## src/rtl/sdr_to_ddr_dual.sv

```systemverilog
// sdr_to_ddr_dual
// Serializes word pairs of two single-rate channels onto one DDR line,
// emulating two PDM microphones that share a data wire. Channel 0 drives
// the line while the generated pdm_clk is high, channel 1 while it is low.
// Bits are sent MSB first.
//
// Ports:
//   clk       system clock, all logic on its rising edge
//   rst_n     asynchronous active-low reset
//   en        enable serialization (words are accepted regardless)
//   s_valid   input word pair valid
//   s_ready   block can accept a word pair (pending buffer empty)
//   s_data_0  channel 0 word, driven during pdm_clk high
//   s_data_1  channel 1 word, driven during pdm_clk low
//   pdm_clk   generated bit clock, period 2*CLK_DIV clk cycles
//   ddr_data  DDR serial data
//   busy      serializer is running a word
//   underrun  one-cycle pulse when a word ends with en=1 and nothing pending

module sdr_to_ddr_dual #(
  parameter int WORD_W  = 8,
  parameter int CLK_DIV = 2
) (
  input  logic              clk,
  input  logic              rst_n,
  input  logic              en,
  input  logic              s_valid,
  output logic              s_ready,
  input  logic [WORD_W-1:0] s_data_0,
  input  logic [WORD_W-1:0] s_data_1,
  output logic              pdm_clk,
  output logic              ddr_data,
  output logic              busy,
  output logic              underrun
);

  localparam int DIV_W = (CLK_DIV > 1) ? $clog2(CLK_DIV) : 1;
  localparam int BIT_W = (WORD_W > 1) ? $clog2(WORD_W) : 1;
  localparam logic [DIV_W-1:0] DIV_LAST = DIV_W'(CLK_DIV - 1);
  localparam logic [BIT_W-1:0] BIT_LAST = BIT_W'(WORD_W - 1);

  typedef enum logic {
    S_IDLE = 1'b0,
    S_RUN  = 1'b1
  } state_t;

  state_t             r_state;
  logic               r_pend_valid;
  logic [WORD_W-1:0]  r_pend_0;
  logic [WORD_W-1:0]  r_pend_1;
  logic [WORD_W-1:0]  r_sh0;
  logic [WORD_W-1:0]  r_sh1;
  logic [DIV_W-1:0]   r_div_cnt;
  logic               r_phase;
  logic [BIT_W-1:0]   r_bit_cnt;
  logic               r_pdm_clk;
  logic               r_ddr_data;
  logic               r_underrun;

  state_t             w_state_next;
  logic               w_pend_valid_next;
  logic [WORD_W-1:0]  w_pend_0_next;
  logic [WORD_W-1:0]  w_pend_1_next;
  logic [WORD_W-1:0]  w_sh0_next;
  logic [WORD_W-1:0]  w_sh1_next;
  logic [DIV_W-1:0]   w_div_cnt_next;
  logic               w_phase_next;
  logic [BIT_W-1:0]   w_bit_cnt_next;
  logic               w_pdm_clk_next;
  logic               w_ddr_data_next;
  logic               w_underrun_next;

  logic               w_accept;
  logic               w_half_end;
  logic               w_word_end;
  logic               w_load;

  // Acceptance depends only on registered state, so s_ready never sees s_valid.
  assign w_accept   = s_valid && !r_pend_valid;
  assign w_half_end = (r_div_cnt == DIV_LAST);
  // End of the low half of the last bit: the word is finished on this edge.
  assign w_word_end = (r_state == S_RUN) && w_half_end && !r_phase && (r_bit_cnt == BIT_LAST);
  // A load either starts from idle or chains onto the previous word without a gap.
  assign w_load     = en && r_pend_valid && ((r_state == S_IDLE) || w_word_end);

  // State register
  always_ff @(posedge clk or negedge rst_n) begin
    if (!rst_n) begin
      r_state      <= S_IDLE;
      r_pend_valid <= 1'b0;
      r_pend_0     <= '0;
      r_pend_1     <= '0;
      r_sh0        <= '0;
      r_sh1        <= '0;
      r_div_cnt    <= '0;
      r_phase      <= 1'b0;
      r_bit_cnt    <= '0;
      r_pdm_clk    <= 1'b0;
      r_ddr_data   <= 1'b0;
      r_underrun   <= 1'b0;
    end else begin
      r_state      <= w_state_next;
      r_pend_valid <= w_pend_valid_next;
      r_pend_0     <= w_pend_0_next;
      r_pend_1     <= w_pend_1_next;
      r_sh0        <= w_sh0_next;
      r_sh1        <= w_sh1_next;
      r_div_cnt    <= w_div_cnt_next;
      r_phase      <= w_phase_next;
      r_bit_cnt    <= w_bit_cnt_next;
      r_pdm_clk    <= w_pdm_clk_next;
      r_ddr_data   <= w_ddr_data_next;
      r_underrun   <= w_underrun_next;
    end
  end

  // Next-state logic
  always_comb begin
    w_state_next      = r_state;
    w_pend_valid_next = r_pend_valid;
    w_pend_0_next     = r_pend_0;
    w_pend_1_next     = r_pend_1;
    w_sh0_next        = r_sh0;
    w_sh1_next        = r_sh1;
    w_div_cnt_next    = r_div_cnt;
    w_phase_next      = r_phase;
    w_bit_cnt_next    = r_bit_cnt;
    w_pdm_clk_next    = r_pdm_clk;
    w_ddr_data_next   = r_ddr_data;
    w_underrun_next   = 1'b0;

    // Accept and load are mutually exclusive: accept needs the buffer empty,
    // load needs it full.
    if (w_accept) begin
      w_pend_0_next     = s_data_0;
      w_pend_1_next     = s_data_1;
      w_pend_valid_next = 1'b1;
    end

    case (r_state)
      S_IDLE: begin
        w_pdm_clk_next  = 1'b0;
        w_ddr_data_next = 1'b0;
      end
      S_RUN: begin
        if (!w_half_end) begin
          w_div_cnt_next = r_div_cnt + 1'b1;
        end else begin
          w_div_cnt_next = '0;
          if (r_phase) begin
            // High half done: present channel 1 for the low half.
            w_phase_next    = 1'b0;
            w_pdm_clk_next  = 1'b0;
            w_ddr_data_next = r_sh1[WORD_W-1];
          end else if (r_bit_cnt != BIT_LAST) begin
            w_sh0_next      = {r_sh0[WORD_W-2:0], 1'b0};
            w_sh1_next      = {r_sh1[WORD_W-2:0], 1'b0};
            w_bit_cnt_next  = r_bit_cnt + 1'b1;
            w_phase_next    = 1'b1;
            w_pdm_clk_next  = 1'b1;
            w_ddr_data_next = r_sh0[WORD_W-2];
          end else if (!w_load) begin
            w_state_next    = S_IDLE;
            w_phase_next    = 1'b0;
            w_pdm_clk_next  = 1'b0;
            w_ddr_data_next = 1'b0;
            w_underrun_next = en;
          end
        end
      end
      default: w_state_next = S_IDLE;
    endcase

    if (w_load) begin
      w_sh0_next        = r_pend_0;
      w_sh1_next        = r_pend_1;
      w_pend_valid_next = 1'b0;
      w_bit_cnt_next    = '0;
      w_div_cnt_next    = '0;
      w_phase_next      = 1'b1;
      w_pdm_clk_next    = 1'b1;
      w_ddr_data_next   = r_pend_0[WORD_W-1];
      w_state_next      = S_RUN;
    end
  end

  // Outputs
  always_comb begin
    s_ready  = !r_pend_valid;
    busy     = (r_state == S_RUN);
    pdm_clk  = r_pdm_clk;
    ddr_data = r_ddr_data;
    underrun = r_underrun;
  end

endmodule

```

## config.mk

```make
export PLATFORM = sky130hd
export DESIGN_NAME = sdr_to_ddr_dual
export DESIGN_NICKNAME = d
export VERILOG_FILES = /design/src/rtl/sdr_to_ddr_dual.sv
export SDC_FILE = /design/constraint.sdc
export NUM_CORES = 1
export LEC_CHECK = 0
export ABC_AREA = 1
export ABC_CLOCK_PERIOD_IN_PS = 1800
export BUFFER_PORTS_ARGS = -buffer_cell sky130_fd_sc_hd__buf_2
export CORE_MARGIN = 1
export CORE_UTILIZATION = 30
export CTS_CLUSTER_SIZE = 10
export DETAILED_ROUTE_END_ITERATION = 12
export HOLD_SLACK_MARGIN = 0.05
export PLACE_DENSITY_LB_ADDON = 0.08
export SLEW_MARGIN = 20
export SYNTH_ARGS = -nofsm -noshare
export SYNTH_HDL_FRONTEND = slang
export SYNTH_SLANG_ARGS = --single-unit
export TNS_END_PERCENT = 100
```

## constraint.sdc

```tcl
create_clock -name clk -period 1.8 [get_ports clk]
set_clock_uncertainty 0.15 [all_clocks]
set_input_delay 0.27 -clock clk [delete_from_list [all_inputs] [get_ports clk]]
set_output_delay 0.27 -clock clk [all_outputs]
set_load 0.05 [all_outputs]
```

Word level (Yosys, flattened, before mapping)
Index checks and enable logic that the tools add are counted.

word-level totals
  word-level logic and storage cells = 75
  flip-flop bits (word level) = 41
  input port bits = 20
  output and inout bits = 5

operators by class
  add/sub/neg operators = 2
  bitwise logic cells = 1
  reduce and logical (&&, ||, !) cells = 15
  mux-type cells = 41
  equal/unequal tests = 4

operators by type and width
  operator             number
  $mux 8               5
  $mux 7               5
  $mux 1               24
  $mux 3               5
  $reduce_bool 2->1    4
  $logic_and 1x1->1    6
  $pmux 1 s2           2
  $reduce_and 4->1     1
  $add 3x1->3 const B  1
  $eq 3x3->1 const B   1
  $ne 3x1->1 const B   1
  $ne 3x3->1 const B   1
  $logic_not 1->1      2
  $ne 2x1->1 const B   1
  $reduce_and 2->1     1
  $add 1x1->1 const B  1
  $logic_or 1x1->1     1
  $not 1->1            1

Depth between registers and ports, before layout
Gate-level depths: netlist (run 1).

  word-level depth = 10
  gate-level depth with buffers = 9
  depth with buffers taken out = 8

Least setup slack after synthesis (run 1)
No wires, ideal clock.

  path type = register to register
  start point = register r_state (netlist: busy)
  end point = register r_sh0[1]
  library setup time = 0.116 ns
  path buffers = 2
  period minus slack after synthesis = 1.729 ns
  data arrival time = 1.463 ns
  path slack = 0.071 ns
  cell stages (with the launch flop) = 8
  cells stage by stage = dfrtp_1 buf_2 inv_1 nand2_1 nand3_2 buf_2 nand3_1 nand2_1

between the ends
  word-level cells in the longest chain between the ends = 7

RTL lines
  element                                                    RTL line  text
  start, declared                                            47        state_t r_state;
  start signal, assigned                                     102       r_state <= w_state_next;
  $logic_and 1x1->1 (3 in a row)                             82        assign w_word_end = (r_state == S_RUN) && w_half_end && !r_phase && (r_bit_cnt == BIT_LAST);
  $logic_or 1x1->1                                           84        assign w_load = en && r_pend_valid && ((r_state == S_IDLE) || w_word_end);
  $logic_and 1x1->1                                          84
  $ne 2x1->1 (no line) or $reduce_bool 2->1 (tied branches)  n/a
  $reduce_and 4->1 (no line)                                 n/a
  end signal, assigned                                       106       r_sh0 <= w_sh0_next;
  end, declared                                              51        logic [WORD_W-1:0] r_sh0;

Parallel ways exist; a longest one is shown, timed or not.
A chain may end at the register's enable or synchronous reset.

Final worst setup path (run 1)
  start point = register r_bit_cnt[0]
  end point = register r_sh1[7]

between the ends
  word-level cells in the longest chain between the ends = 6

RTL lines
  element                                                    RTL line  text
  start, declared                                            55        logic [BIT_W-1:0] r_bit_cnt;
  start signal, assigned                                     110       r_bit_cnt <= w_bit_cnt_next;
  $eq 3x3->1                                                 82
  $logic_and 1x1->1                                          82
  $logic_or 1x1->1                                           84
  $logic_and 1x1->1                                          84
  $ne 2x1->1 (no line) or $reduce_bool 2->1 (tied branches)  n/a
  $reduce_and 4->1 (no line)                                 n/a
  end signal, assigned                                       107       r_sh1 <= w_sh1_next;
  end, declared                                              52        logic [WORD_W-1:0] r_sh1;

Parallel ways exist; a longest one is shown, timed or not.

==> results.sh, run 1 <==
export IMPL_first_global_vias=1435
export IMPL_vias_per_cell=4.31
export IMPL_wl_per_cell_um=11.5
export IMPL_syn_nets=250
export IMPL_routed_wl_um=3910
export IMPL_die_x_um=81.1
export IMPL_slew_violations=0
export IMPL_path_clk_slew_ns=0.08
export IMPL_finalSetupTns_ns=0
export IMPL_hpwl_um=2600
export IMPL_fin_crit_ns=1.70
export IMPL_grt_max_degree=31
export IMPL_ant_nets=0
export IMPL_drtIter0Drc=92
export IMPL_finalHoldWorstSlack_ns=0.0694
export IMPL_synth_edf_count=0
export IMPL_fillers=641
export IMPL_crit_arrival_ns=1.74
export IMPL_clockBufferDepth=2
export IMPL_hp_class="primary input to flip-flop"
export IMPL_row_count=28
export IMPL_cts_max_level=2
export IMPL_path_class="flip-flop to flip-flop"
export IMPL_area_delta_synth_final_pct=24.5
export IMPL_crit_path_end_kind="flip-flop"
export IMPL_min_delay_worst_endpoint="r_pend_0[7]"
export IMPL_finalNetCount=285
export IMPL_hold_viol_final=0
export IMPL_pin_count=25
export IMPL_cts_tree="built"
export IMPL_final_area_mm2=0.00234
export IMPL_drive_gt1_share_pct=20.5
export IMPL_cts_made_buffers=5
export IMPL_numPortBuffers=24
export IMPL_place_area_mm2=0.00213
export IMPL_die_area_mm2=0.00658
export IMPL_final_cell_mix="61 x nand2_1, 41 x dfrtp_1, 38 x inv_1"
export IMPL_worst_r2r_path_depth=8
export IMPL_rsz0062_at_grt="false"
export IMPL_min_from="s_data_0[7]"
export IMPL_status="complete, no violations"
export IMPL_period_share_pct=94.3
export IMPL_synth_seq_area_share_pct=54.6
export IMPL_maxCapViolCount=0
export IMPL_reg2reg_slack_ns=0.10
export IMPL_grt_overflow_total=0
export IMPL_numClockSinks=41
export IMPL_ys_seq_elements=41
export IMPL_powerDensity_mw_per_mm2=1520
export IMPL_r2r_start="r_bit_cnt[0]"
export IMPL_route_detailed_drc=0
export IMPL_worstMarginPinSlew_ns=0.396
export IMPL_core_area_mm2=0.00599
export IMPL_max_freq_mhz=589
export IMPL_power_leakage_nw=1.23
export IMPL_cts_root_buffer="clkbuf_8"
export IMPL_crit_fanout=13
export IMPL_start_util_pct=31.4
export IMPL_ys_warn_count=0
export IMPL_dr_pass1_iters=4
export IMPL_hold_depth=2
export IMPL_required_ns=1.84
export IMPL_diodes=0
export IMPL_relSlewSlack_pct=73.6
export IMPL_syn_instance_count=228
export IMPL_grt_pass1_wl_um=6690
export IMPL_antenna_found_initial=0
export IMPL_grt_usage_pct=13.6
export IMPL_critPathLaunchType="flip-flop"
export IMPL_fp_dieH_um=81.1
export IMPL_netlist_area_mm2=0.00188
export IMPL_async_flop_share_pct=100
export IMPL_synth_ff_type="dfrtp_1"
export IMPL_dr_total_vias=1460
export IMPL_ir_drop_uv=489
export IMPL_clk_latency_ns=0.29
export IMPL_gp_congestion=0.693
export IMPL_final_common_cell="nand2_1"
export IMPL_synth_distinct_cells=21
export IMPL_synth_area_per_cell_um2=8.24
export IMPL_rr_endpoint="r_sh1[7]"
export IMPL_setup_viol=0
-- worst max-delay path by stage --
stage,startpoint,endpoint,depth (start not counted)
5_1_grt,r_bit_cnt[0],r_sh0[2],8
2_1_floorplan,busy,r_sh0[1],7
3_5_place_dp,r_bit_cnt[0],r_phase,8
4_1_cts,r_bit_cnt[0],r_phase,8
3_3_place_gp,r_bit_cnt[0],pdm_clk,8
6_report,r_bit_cnt[0],r_sh1[7],8
-- registers in the layout, indices dropped and copies added (netlist names) --
signal and flops:
r_pend_0 8, r_pend_1 8, r_sh1 8, r_sh0 7
r_bit_cnt 3, busy 1, ddr_data 1, pdm_clk 1
r_div_cnt 1, r_pend_valid 1, r_phase 1, underrun 1
-- stage by stage --
stage               setup WS (ns)  utilization (%)  cells  total power, mW
global placement          -0.0109             35.5    326             2.66
global route              0.00591             39.1    339             3.88
detailed placement        -0.0491             35.5    326             2.67
CTS                       0.00711             38.1    338             3.52
finish                      0.103             39.1    339             3.56
floorplan                  0.0709                -    228             2.32
-- cell usage after synthesis, types with 2 or more instances --
master / number / area (µm²)
nand3_1: 16 / 80.1
nand3_2: 2 / 20.0
buf_2: 3 / 15.0
a21oi_1: 17 / 85.1
buf_6: 2 / 22.5
inv_1: 38 / 143
clkbuf_1: 2 / 7.51
dfrtp_1: 41 / 1030
nor2_1: 17 / 63.8
nand2_1: 62 / 233
o21ai_1: 2 / 10.0
buf_1: 2 / 7.51
ha_1: 2 / 25.0
o21ai_0: 15 / 75.1
-- timing repair --
action / 4_1_cts / 5_1_grt
resized for setup: 1 / 15
setup buffers: 3 / 0
cloned: 0 / 1
setup endpoints to repair: 16 / 20
hold buffers: 1 / 0
endpoints found under the hold margin: 15 / 0
pin swaps: 1 / 3
-- final cells by class --
cell class / instances / area (µm²) / area share (%)
sequential: 41 / 1030 / 43.9
clock buffer: 7 / 86.3 / 3.69
clock inverter: 1 / 30.0 / 1.28
tap: 75 / 93.8 / 4.01
multi-input combinational: 141 / 719 / 30.7
inverter: 38 / 143 / 6.10
timing repair buffer: 36 / 241 / 10.3
-- logic make-up after synthesis --
| group | Yosys count | synth area share [%] |
|---|---|---|
| buf+inv | 47 | 10.4 |
| flops | 41 | 54.6 |
| simple gates | 101 | 22.8 |
| fa+ha+maj | 2 | 1.33 |
| compound gates | 36 | 10.3 |
| mux | 1 | 0.599 |
-- worst max-delay path, stage by stage, from the launching register on --
cell and delay (ns):
dfrtp_1 0.39, ha_1 0.20, ha_2 0.21, nand3_4 0.13, nand2_4 0.10, nand2_4 0.18
o21ai_0 0.12, nand2_1 0.07, nand2_1 0.04
-- where the power goes --
group / switching (mW) / leakage, nW / internal [mW] / total, mW
logic: 0.819 / 0.676 / 0.500 / 1.32
registers: 0.190 / 0.493 / 1.29 / 1.48
clock network: 0.309 / 0.0585 / 0.452 / 0.762
-- metal layers --
metal	up-vias	track usage [%]	wire (µm)
met5	-	0	0
li1	773	-	-
met1	666	19.5	2110
met2	19	20.1	1660
met4	0	4.29	31
met3	2	3.37	102
Power figures use the tool's default switching activity.
==> run 2, diff against run 1 <==
--- a/config.mk
+++ b/config.mk
@@ -6,7 +6,7 @@
 export NUM_CORES = 1
 export LEC_CHECK = 0
 export ABC_AREA = 1
-export ABC_CLOCK_PERIOD_IN_PS = 1800
+export ABC_CLOCK_PERIOD_IN_PS = 2100
 export BUFFER_PORTS_ARGS = -buffer_cell sky130_fd_sc_hd__buf_2
 export CORE_MARGIN = 1
 export CORE_UTILIZATION = 30
==> constraint.sdc (replaced) <==
create_clock -name clk -period 2.1 [get_ports clk]
set_clock_uncertainty 0.15 [all_clocks]
set_input_delay 0.315 -clock clk [delete_from_list [all_inputs] [get_ports clk]]
set_output_delay 0.315 -clock clk [all_outputs]
set_load 0.05 [all_outputs]
==> results.sh, run 2 (synthesized netlist as in run 1, its figures left out) <==
export IMPL_status="complete, no violations"
export IMPL_clockBufferDepth=2
export IMPL_slew_violations=0
export IMPL_crit_path_max_incr_delay_ns=0.39
export IMPL_dr_total_vias=1431
export IMPL_max_freq_mhz=542
export IMPL_route_detailed_drc=0
export IMPL_power_leakage_nw=1.18
export IMPL_worstMarginPinSlew_ns=0.533
export IMPL_start_util_pct=31.4
export IMPL_grt_usage_pct=12.8
export IMPL_first_global_vias=1291
export IMPL_crit_fanout=28
export IMPL_fillers=644
export IMPL_hp_class="primary input to flip-flop"
export IMPL_drtIter0Drc=67
export IMPL_dr_pass1_iters=4
export IMPL_crit_buf_inv=1
export IMPL_finalSetupTns_ns=0
export IMPL_grt_pass1_wl_um=6240
export IMPL_core_area_mm2=0.00599
export IMPL_post_cts_resized=0
export IMPL_hold_viol_final=0
export IMPL_cts_root_buffer="clkbuf_8"
export IMPL_rsz0062_at_grt="false"
export IMPL_grt_overflow_total=0
export IMPL_hpwl_um=2570
export IMPL_crit_family="simple AND/OR/NAND/NOR gates"
export IMPL_final_core_utilization_pct=36.4
export IMPL_numPortBuffers=24
export IMPL_fp_dieH_um=81.1
export IMPL_crit_path_end_kind="flip-flop"
export IMPL_fin_ws_ns=0.255
export IMPL_drive_gt1_share_pct=16.2
export IMPL_path_cells="ha_1 > ha_1 > nand3_2 > nand2_2 > nand2_4 > nand2_1 > inv_1 > nand2_1"
export IMPL_clk_latency_ns=0.29
export IMPL_pin_count=25
export IMPL_period_share_pct=87.8
export IMPL_numClockSinks=41
export IMPL_wl_per_cell_um=11.6
export IMPL_path_class="flip-flop to flip-flop"
export IMPL_critPathLaunchType="flip-flop"
export IMPL_reg_top3="r_pend_0 (8), r_pend_1 (8), r_sh1 (8)"
export IMPL_setup_viol=0
export IMPL_finalNetCount=280
export IMPL_cts_made_buffers=5
export IMPL_die_area_mm2=0.00658
export IMPL_path_clk_slew_ns=0.08
export IMPL_area_delta_synth_final_pct=16.2
export IMPL_crit_cells=8
export IMPL_diodes=0
export IMPL_grt_max_degree=42
export IMPL_cts_tree="built"
export IMPL_die_x_um=81.1
export IMPL_ant_nets=0
export IMPL_relSlewSlack_pct=64.5
export IMPL_ir_drop_uv=478
export IMPL_required_ns=2.14
export IMPL_powerDensity_mw_per_mm2=1270
export IMPL_cts_max_level=2
export IMPL_final_cell_mix="62 x nand2_1, 41 x dfrtp_1, 38 x inv_1"
export IMPL_row_count=28
export IMPL_crit_slowest_cell="dfrtp_1"
export IMPL_gp_congestion=0.714
export IMPL_final_common_cell="nand2_1"
export IMPL_fin_crit_ns=1.84
export IMPL_antenna_found_initial=0
export IMPL_worst_r2r_path_depth=8
export IMPL_maxCapViolCount=0
export IMPL_crit_arrival_ns=1.88
export IMPL_dp_slack_ns=0.257
export IMPL_vias_per_cell=4.28
export IMPL_routed_wl_um=3890
export IMPL_hold_depth=2
==> run 2: cell count changes in the layout (fill, tap and decap cells not counted), moves of 2 or more <==
cell,previous run,this run
o21ai_0,10,15
o21ai_1,6,2
buf_12,2,0
clkbuf_1,1,3
nand3_4,2,0
==> run 2: timing repair <==
action	4_1_cts	5_1_grt
endpoints found under the hold margin	41	0
hold buffers	1	0
setup buffers	0	0
==> run 2: per-stage QoR <==
stage	cell area, µm²	total power [mW]	instances	hold WS (ns)
2_1_floorplan	1880	1.99	228	-0.131
3_3_place_gp	2090	2.28	325	0.273
5_1_grt	2180	3.00	334	0.0984
6_report	2180	2.77	334	0.107
4_1_cts	2180	2.81	334	0.0893
3_5_place_dp	2090	2.29	325	0.277
==> run 2: final timing paths <==
| check | slack [ns] | end | from |
|---|---|---|---|
| max | 0.26 | r_phase | r_bit_cnt[0] |
| min | 0.11 | r_pend_0[7] | s_data_0[7] |
| max reg2reg | 0.26 | r_phase | r_bit_cnt[0] |
| min reg2reg | 0.34 | ddr_data | ddr_data |
| max in group asynchronous | 0.96 | r_sh1[2] | rst_n |
| min in group asynchronous | 0.48 | underrun | rst_n |
==> run 2: report_power, final <==
part / internal, mW / switching [mW] / leakage (nW)
registers: 1.10 / 0.151 / 0.493
logic: 0.349 / 0.655 / 0.646
clock network: 0.237 / 0.270 / 0.0395
total: 1.69 / 1.08 / 1.18
==> run 2: layout make-up <==
class                      instances  area [µm²]  area share, %
clock buffer                       8        80.1           3.67
inverter                          38         143           6.53
multi-input combinational        140         658           30.1
sequential                        41        1030           47.0
tap                               75        93.8           4.30
timing repair buffer              32         183           8.37
==> run 2: layer usage <==
layer	part of all wire, %	up-vias	wire length, µm	global-route usage [%]
li1	-	759	-	-
met1	55	644	2140	18.7
met2	40	21	1560	17.9
met3	2.8	7	109	2.70
met4	1.8	0	70	5.89
met5	0	-	0	0
==> run 3, diff against run 2 <==
--- a/config.mk
+++ b/config.mk
@@ -8,12 +8,14 @@
 export ABC_AREA = 1
 export ABC_CLOCK_PERIOD_IN_PS = 2100
 export BUFFER_PORTS_ARGS = -buffer_cell sky130_fd_sc_hd__buf_2
+export CORE_ASPECT_RATIO = 1.4
 export CORE_MARGIN = 1
 export CORE_UTILIZATION = 30
 export CTS_CLUSTER_SIZE = 10
 export DETAILED_ROUTE_END_ITERATION = 12
 export HOLD_SLACK_MARGIN = 0.05
 export PLACE_DENSITY_LB_ADDON = 0.08
+export REMOVE_ABC_BUFFERS = 1
 export SLEW_MARGIN = 20
 export SYNTH_ARGS = -nofsm -noshare
 export SYNTH_HDL_FRONTEND = slang
==> results.sh, run 3 (synthesized netlist as in run 1, its figures left out) <==
export IMPL_worstMarginPinSlew_ns=0.407
export IMPL_pin_count=25
export IMPL_multi_input_area_um2=666
export IMPL_ant_nets=0
export IMPL_rsz0062_at_grt="false"
export IMPL_fin_crit_ns=1.87
export IMPL_wl_per_cell_um=11.2
export IMPL_route_detailed_drc=0
export IMPL_regArea_mm2=0.00103
export IMPL_finalSetupTns_ns=0
export IMPL_antenna_found_initial=0
export IMPL_dr_pass1_iters=4
export IMPL_first_global_vias=1456
export IMPL_slew_violations=0
export IMPL_hp_class="primary input to flip-flop"
export IMPL_crit_fanout=13
export IMPL_vias_per_cell=4.46
export IMPL_fp_dieH_um=95.6
export IMPL_cts_made_buffers=5
export IMPL_status="complete, no violations"
export IMPL_dr_total_vias=1453
export IMPL_fillers=677
export IMPL_crit_path_end_kind="flip-flop"
export IMPL_critPathLaunchType="flip-flop"
export IMPL_core_area_mm2=0.00595
export IMPL_numClockSinks=41
export IMPL_crit_family="simple AND/OR/NAND/NOR gates"
export IMPL_row_count=33
export IMPL_maxCapViolCount=0
export IMPL_finalNetCount=277
export IMPL_instances_no_fill=326
export IMPL_powerDensity_mw_per_mm2=1270
export IMPL_crit_arrival_ns=1.95
export IMPL_gp_congestion=0.658
export IMPL_die_x_um=68.9
export IMPL_clk_latency_ns=0.29
export IMPL_ir_drop_uv=379
export IMPL_period_share_pct=88.9
export IMPL_required_ns=2.19
export IMPL_area_delta_synth_final_pct=16.8
export IMPL_setup_viol=0
export IMPL_final_cell_mix="62 x nand2_1, 41 x dfrtp_1, 38 x inv_1"
export IMPL_placed_cells=317
export IMPL_crit_buf_inv=1
export IMPL_path_clk_slew_ns=0.08
export IMPL_reg_top3="r_pend_0 (8), r_pend_1 (8), r_sh1 (8)"
export IMPL_final_common_cell="nand2_1"
export IMPL_grt_overflow_total=0
export IMPL_grt_pass1_wl_um=6420
export IMPL_start_util_pct=31.6
export IMPL_hpwl_um=2400
export IMPL_relSlewSlack_pct=72.8
export IMPL_numPortBuffers=24
export IMPL_grt_usage_pct=13.3
export IMPL_grt_max_degree=29
export IMPL_max_freq_mhz=536
export IMPL_crit_path_max_incr_delay_ns=0.39
export IMPL_cts_max_level=2
export IMPL_routed_wl_um=3640
export IMPL_cts_setup_buffers=0
export IMPL_die_area_mm2=0.00659
export IMPL_cts_root_buffer="clkbuf_8"
export IMPL_drtIter0Drc=62
export IMPL_path_class="flip-flop to flip-flop"
export IMPL_path_cells="ha_1 > ha_1 > nor2_1 > nand3_1 > buf_4 > o21ai_0 > nand2_1 > nand2_1"
export IMPL_drive_gt1_share_pct=16.4
export IMPL_crit_slowest_cell="dfrtp_1"
export IMPL_hold_viol_final=0
export IMPL_power_leakage_nw=1.18
export IMPL_diodes=0
export IMPL_clockBufferDepth=2
export IMPL_cts_tree="built"
## run 3: per-layer routing
| metal | GRT usage (%) | up-vias | wire length [µm] |
|---|---|---|---|
| met3 | 2.87 | 5 | 89 |
| met5 | 0 | - | 0 |
| met4 | 6.29 | 0 | 66 |
| li1 | - | 753 | - |
| met1 | 15.8 | 680 | 1760 |
| met2 | 22.1 | 15 | 1730 |
## run 3: final cells by class
class	count	area share, %
Clock buffer	7	4.39
Clock inverter	1	0.228
Inverter	38	6.50
Multi-Input combinational cell	140	30.3
Sequential cell	41	46.7
Tap cell	70	3.99
Timing Repair Buffer	29	7.86
## run 3: stage by stage
step | hold slack [ns] | area, µm² | util, % | power, mW | worst slack, ns
global placement | 0.124 | 2080 | 34.9 | 2.23 | 0.189
detailed placement | 0.123 | 2080 | 34.9 | 2.24 | 0.154
finish | 0.101 | 2200 | 36.9 | 2.79 | 0.233
CTS | 0.0857 | 2190 | 36.8 | 2.84 | 0.151
floorplan | -0.131 | 1830 | - | 1.96 | 0.156
global route | 0.105 | 2200 | 36.9 | 3.07 | 0.0497
## run 3: power breakdown
part / internal (mW) / leakage [nW] / switching, mW
registers: 1.10 / 0.493 / 0.145
clock network: 0.297 / 0.0542 / 0.280
logic: 0.330 / 0.636 / 0.636
## run 3: what timing repair did
action / in CTS / in global routing
resized for setup: 0 / 1
endpoints found under the hold margin: 15 / 0
hold buffers: 1 / 0
endpoints found under the setup margin: 0 / 1
## run 3: path summary, 6_finish.rpt
check | start | end | slack (ns) | cells after the start
worst max-delay path | r_bit_cnt[0] | r_sh1[1] | 0.23 | 8
worst min-delay path | s_data_0[7] | r_pend_0[7] | 0.10 | 2
worst max register to register | r_bit_cnt[0] | r_sh1[1] | 0.23 | 8
worst min register to register | pdm_clk | pdm_clk | 0.33 | 2
max in group asynchronous | rst_n | r_pend_1[3] | 1.00 | 3
min in group asynchronous | rst_n | r_pend_0[1] | 0.33 | 2
